===== src/rtl/dsp_mac_sequencer_pkg.sv =====
// Shared definitions for the DSP MAC sequencer: FSM states, token field layout
// and the legal pipeline-depth range.
package dsp_mac_sequencer_pkg;

  typedef enum logic [1:0] {
    ST_IDLE  = 2'd0,
    ST_RUN   = 2'd1,
    ST_DRAIN = 2'd2,
    ST_DONE  = 2'd3
  } state_t;

  localparam int TOK_V     = 0;
  localparam int TOK_FIRST = 1;
  localparam int TOK_LAST  = 2;
  localparam int TOK_W     = 3;

  localparam int PIPE_DEPTH_MIN = 2;
  localparam int PIPE_DEPTH_MAX = 8;

  function automatic bit pipe_depth_ok(input int depth);
    return (depth >= PIPE_DEPTH_MIN) && (depth <= PIPE_DEPTH_MAX);
  endfunction

endpackage


===== src/rtl/dsp_tok_pipe.sv =====
// Non-stalling shift register of {last, first, v} tokens that shadows the
// datapath stages; every stage is exposed so the controller can derive enables.
module dsp_tok_pipe
  import dsp_mac_sequencer_pkg::*;
#(
  parameter int DEPTH = 3
) (
  input  logic                         clk,
  input  logic                         rst,
  input  logic [TOK_W-1:0]             tok_in,
  output logic [DEPTH-1:0][TOK_W-1:0]  tok
);

  logic [DEPTH-1:0][TOK_W-1:0] tok_reg;

  generate
    for (genvar gi = 0; gi < DEPTH; gi++) begin : g_stage
      if (gi == 0) begin : g_head
        always_ff @(posedge clk) begin
          if (rst) tok_reg[gi] <= '0;
          else     tok_reg[gi] <= tok_in;
        end
      end else begin : g_body
        always_ff @(posedge clk) begin
          if (rst) tok_reg[gi] <= '0;
          else     tok_reg[gi] <= tok_reg[gi-1];
        end
      end
    end
  endgenerate

  assign tok = tok_reg;

endmodule


===== src/rtl/dsp_mac_sequencer.sv =====
// Control FSM for a pipelined DSP multiply-accumulate slice: counts operand
// accepts for a run and drives per-stage enables, clear and load/accumulate.
module dsp_mac_sequencer
  import dsp_mac_sequencer_pkg::*;
#(
  parameter int PIPE_DEPTH = 3,
  parameter int LEN_W      = 8
) (
  input  logic                  clk,
  input  logic                  rst,
  input  logic                  start,
  input  logic [LEN_W-1:0]      len,
  input  logic                  in_valid,
  output logic                  in_ready,
  output logic [PIPE_DEPTH-1:0] ce_stage,
  output logic                  acc_load,
  output logic                  dsp_rst,
  output logic                  res_valid,
  input  logic                  res_ready,
  output logic                  busy
);

  generate
    if (!pipe_depth_ok(PIPE_DEPTH)) begin : g_bad_depth
      $error("dsp_mac_sequencer: PIPE_DEPTH out of range 2..8");
    end
  endgenerate

  state_t                            state_reg;
  state_t                            state_next;
  logic   [LEN_W-1:0]                remaining_reg;
  logic                              first_pending_reg;
  logic                              accept;
  logic                              last_accept;
  logic                              last_at_p;
  logic   [TOK_W-1:0]                tok_in;
  logic   [PIPE_DEPTH-1:0][TOK_W-1:0] tok;

  assign accept      = in_ready & in_valid;
  assign last_accept = accept && (remaining_reg == LEN_W'(1));
  // Token at stage PIPE_DEPTH-2 drives the P-register update this cycle.
  assign last_at_p   = tok[PIPE_DEPTH-2][TOK_V] & tok[PIPE_DEPTH-2][TOK_LAST];

  always_ff @(posedge clk) begin
    if (rst) state_reg <= ST_IDLE;
    else     state_reg <= state_next;
  end

  always_comb begin
    state_next = state_reg;
    case (state_reg)
      ST_IDLE:  if (start) state_next = (len == '0) ? ST_DONE : ST_RUN;
      ST_RUN:   if (last_accept) state_next = ST_DRAIN;
      ST_DRAIN: if (last_at_p) state_next = ST_DONE;
      ST_DONE:  if (res_ready) state_next = ST_IDLE;
      default:  state_next = ST_IDLE;
    endcase
  end

  always_comb begin
    in_ready  = (state_reg == ST_RUN);
    res_valid = (state_reg == ST_DONE);
    busy      = (state_reg != ST_IDLE);
    dsp_rst   = (state_reg == ST_IDLE) && start;
  end

  always_ff @(posedge clk) begin
    if (rst) begin
      remaining_reg     <= '0;
      first_pending_reg <= 1'b0;
    end else if ((state_reg == ST_IDLE) && start) begin
      remaining_reg     <= len;
      first_pending_reg <= 1'b1;
    end else if (accept) begin
      remaining_reg     <= remaining_reg - 1'b1;
      first_pending_reg <= 1'b0;
    end
  end

  always_comb begin
    tok_in            = '0;
    tok_in[TOK_V]     = accept;
    tok_in[TOK_FIRST] = accept & first_pending_reg;
    tok_in[TOK_LAST]  = last_accept;
  end

  dsp_tok_pipe #(
    .DEPTH (PIPE_DEPTH)
  ) u_tok_pipe (
    .clk    (clk),
    .rst    (rst),
    .tok_in (tok_in),
    .tok    (tok)
  );

  assign ce_stage[0] = accept;
  generate
    for (genvar gi = 1; gi < PIPE_DEPTH; gi++) begin : g_ce
      assign ce_stage[gi] = tok[gi-1][TOK_V];
    end
  endgenerate

  assign acc_load = tok[PIPE_DEPTH-2][TOK_FIRST] & tok[PIPE_DEPTH-2][TOK_V];

  // The final stage and unused flag bits exist for observability only.
  logic unused_tok;
  assign unused_tok = ^tok;

endmodule


===== config.mk =====
export PLATFORM = sky130hd
export DESIGN_NAME = dsp_mac_sequencer
export DESIGN_NICKNAME = d
export VERILOG_FILES = /design/src/rtl/dsp_mac_sequencer_pkg.sv /design/src/rtl/dsp_tok_pipe.sv /design/src/rtl/dsp_mac_sequencer.sv
export SDC_FILE = /design/constraint.sdc
export NUM_CORES = 1
export LEC_CHECK = 0
export ABC_AREA = 1
export CORE_MARGIN = 8
export CORE_UTILIZATION = 50
export DETAILED_ROUTE_END_ITERATION = 10
export MAX_ROUTING_LAYER = met4
export PLACE_DENSITY = 0.87
export SLEW_MARGIN = 20
export SYNTH_ARGS = -nofsm -noshare
export SYNTH_HDL_FRONTEND = slang
export SYNTH_SLANG_ARGS = --single-unit

===== constraint.sdc =====
create_clock -name clk -period 2.96 [get_ports clk]
set_input_delay 0.296 -clock clk [delete_from_list [all_inputs] [get_ports clk]]
set_output_delay 0.296 -clock clk [all_outputs]
set_load 0.1 [all_outputs]

==> impl_metrics.ini <==
[yosys]
syn_area_um2 = 1035
syn_area_per_cell_um2 = 6.898
synthMuxAreaShare = 0
synth_top_area_cell = dfxtp_1
ys_types = 25
synth_seq_area_share = 0.3289
synth_top_family_by_area = simple AND/OR/NAND/NOR gates
yosys.area_share.simple = 0.3301
synth_xor_area_frac = 0
synth-adder-area-share = 0.08464
synthCells = 150
synth_compound_area_frac = 0.1149
syn_nets = 170
synth_top_cell_area_share = 0.3289
ys_warn_count = 0
yosys-top-cells-area = dfxtp_1 33%, nor2_1 11%, ha_1 8.5%
yosys_register_bits = 17

[global_routing]
met2_usage = 0.2437
grt_pass1_vias = 989
grt_pass1_wl_mm = 4.160
top_usage_layer = met2
grt-ovfl-total = 0
antenna_found_initial = 0
grt_use_total = 0.1501
grt_start_max_net_pins = 17
gr-usage-met3 = 0.03549
gr-usage-met1 = 0.1641

[cts]
htreeDepth = 1
cts_tree = built
cts_hold_buf = 0
clkLatencyLatePin_ns = 0.29
cts_resized = 0
root_buffer = clkbuf_4
numCtsBuffers = 3
postCtsSetupBuffers = 0
cts.sink_count = 17
clk_path_buf_depth = 2
clk_pin_slew_worst_paths_ns = 0.10

[floorplan]
fp.dieH_um = 61.49
initial_core_util = 0.5274
fp.dieW_um = 61.49
die_area_um2 = 3781
core_area_um2 = 1962
ioPinCount = 21
row_count = 16

[place]
gp_congestion = 0.8699
post-place-ws_ns = 1.306
placed_cell_area_um2 = 1217
hpwl_mm = 1.868
io_buffers = 20

[final_layout]
nets = 190
nFillCells = 187
stdcell_area_um2 = 1244
register_area_um2 = 340.3
syn_to_final_growth_pct = 20.19
post_route_cells_drive_above_1_share = 0.1775
n_antenna_cell = 0
fin_util = 0.6339
multi_input_area_um2 = 548.0
largest_register_ffs = 8

[setup_path]
cp-start-kind = register
arrival_ns = 1.54
path_class = register to primary output
crit_fanout = 7
end_kind = primary output
required_ns = 2.66

[run]
max_cap_viol_count = 0

[routing]
wl_mm = 2.368
drcViolationCount = 0
post_drt_wl_per_cell_um = 12.08
ant_nets = 0
first_pass_iters = 4
via_per_inst = 4.903
drt_iter0_drc = 40
dr_total_vias = 961

[timing]
fin_tns_setup_ns = 0
setup_viol = 0
relSlewSlack = 0.5885
min_period_over_period = 0.6218
period_needed_ns = 1.840
fmax_ghz = 0.5433
finClkSkew_ns = 0.002824
hold_viol_final = 0
maxSlewViolCount = 0
final.setup.worst_slack_ns = 1.120
rsz0062_at_grt = false
worst_pin_slew_ns = 0.6153

[worst_hold_path]
hold_path_class = register to register

[pwr]
power_uw = 1117
p_leak_uw = 0.0005698
vdd_ir_drop_max_v = 0.0004820
p_per_area_nw_per_um2 = 898.1

[outcome]
status = finished, final reports clean
==> power breakdown <==
| part | switching [uW] | internal [uW] | total [uW] |
|---|---|---|---|
| Combinational | 471 | 193 | 664 |
| Clock | 76.0 | 52.4 | 128 |
| Sequential | 47.2 | 278 | 325 |
==> routing by layer <==
metal  part of all wire  up-vias
met5                  0        -
met1               0.41      428
li1                   -      499
met2               0.51       26
met3              0.056        8
met4              0.021        0
==> layout make-up <==
class                           count  share of cell area
Tap cell                           27             0.02716
Sequential cell                    17              0.2736
Clock buffer                        4             0.02113
Inverter                           29             0.09256
Timing Repair Buffer               20              0.1449
Multi-Input combinational cell     99              0.4406
==> path summary, 6_finish.rpt <==
kind / startpoint / endpoint / slack, ns / cells past startpoint
worst max-delay path: state_reg[1] / ce_stage[0] / 1.12 / 5
worst min-delay path: u_tok_pipe.tok[2] / u_tok_pipe.tok[5] / 0.42 / 2
worst max register to register: state_reg[1] / remaining_reg[7] / 1.46 / 9
worst min register to register: u_tok_pipe.tok[2] / u_tok_pipe.tok[5] / 0.42 / 2
==> cell usage after synthesis <==
| cell type | count |
|---|---|
| a21boi_1 | 1 |
| nor2_1 | 29 |
| nand2_2 | 3 |
| nand3_1 | 6 |
| inv_2 | 4 |
| a31oi_1 | 3 |
| buf_2 | 1 |
| buf_4 | 3 |
| nand4_1 | 1 |
| o21ai_0 | 3 |
| nor2_4 | 3 |
| nand3_2 | 1 |
| ha_1 | 7 |
| dfxtp_1 | 17 |
| clkinv_4 | 1 |
| nand2_4 | 2 |
| o21ai_1 | 6 |
| o22ai_2 | 1 |
| clkinv_2 | 1 |
| clkbuf_1 | 1 |
| inv_1 | 23 |
| nor2_2 | 2 |
| a21oi_1 | 7 |
| nand2_1 | 23 |
| nand4_2 | 1 |
==> placed cells by master, fill, tap and decap left out <==
cell type and n:
ha_1 7, nand2_2 3, clkbuf_1 1, inv_1 23, nor2_4 3, nand4_1 1, inv_2 4, nand3_1 6
nand2_1 23, clkinv_2 1, dfxtp_1 17, a21oi_1 7, nand4_2 1, o22ai_2 1, o21ai_1 6, a31oi_1 3
nand3_2 1, buf_4 8, nor2_2 2, a21boi_1 1, o21ai_0 3, clkinv_4 1, nor2_1 29, clkbuf_4 3
nand2_4 2, clkdlybuf4s50_1 12
==> cells by family (layout without fill, tap and decap cells) <==
logic type                 after synthesis  in the layout
DFF                                     17             17
adders and majority gates                7              7
AOI/OAI and AO/OA                       21             21
buffers and inverters                   34             53
and+or+nand+nor                         71             71
==> metrics by stage <==
stage | hold WS [ns] | cells
after floorplan | 0.3883 | 150
after global placement | 0.3931 | 192
after detailed placement | 0.4094 | 192
after CTS | 0.4251 | 196
after global routing | 0.4449 | 196
final | 0.4190 | 196
==> critical path, stage by stage (launching register included) <==
cell and delay [ns]:
dfxtp_1 0.41, inv_1 0.10, ha_1 0.26, nand2_4 0.15
clkinv_2 0.09, buf_4 0.24
No activity file was read; power rests on OpenSTA's default activity.
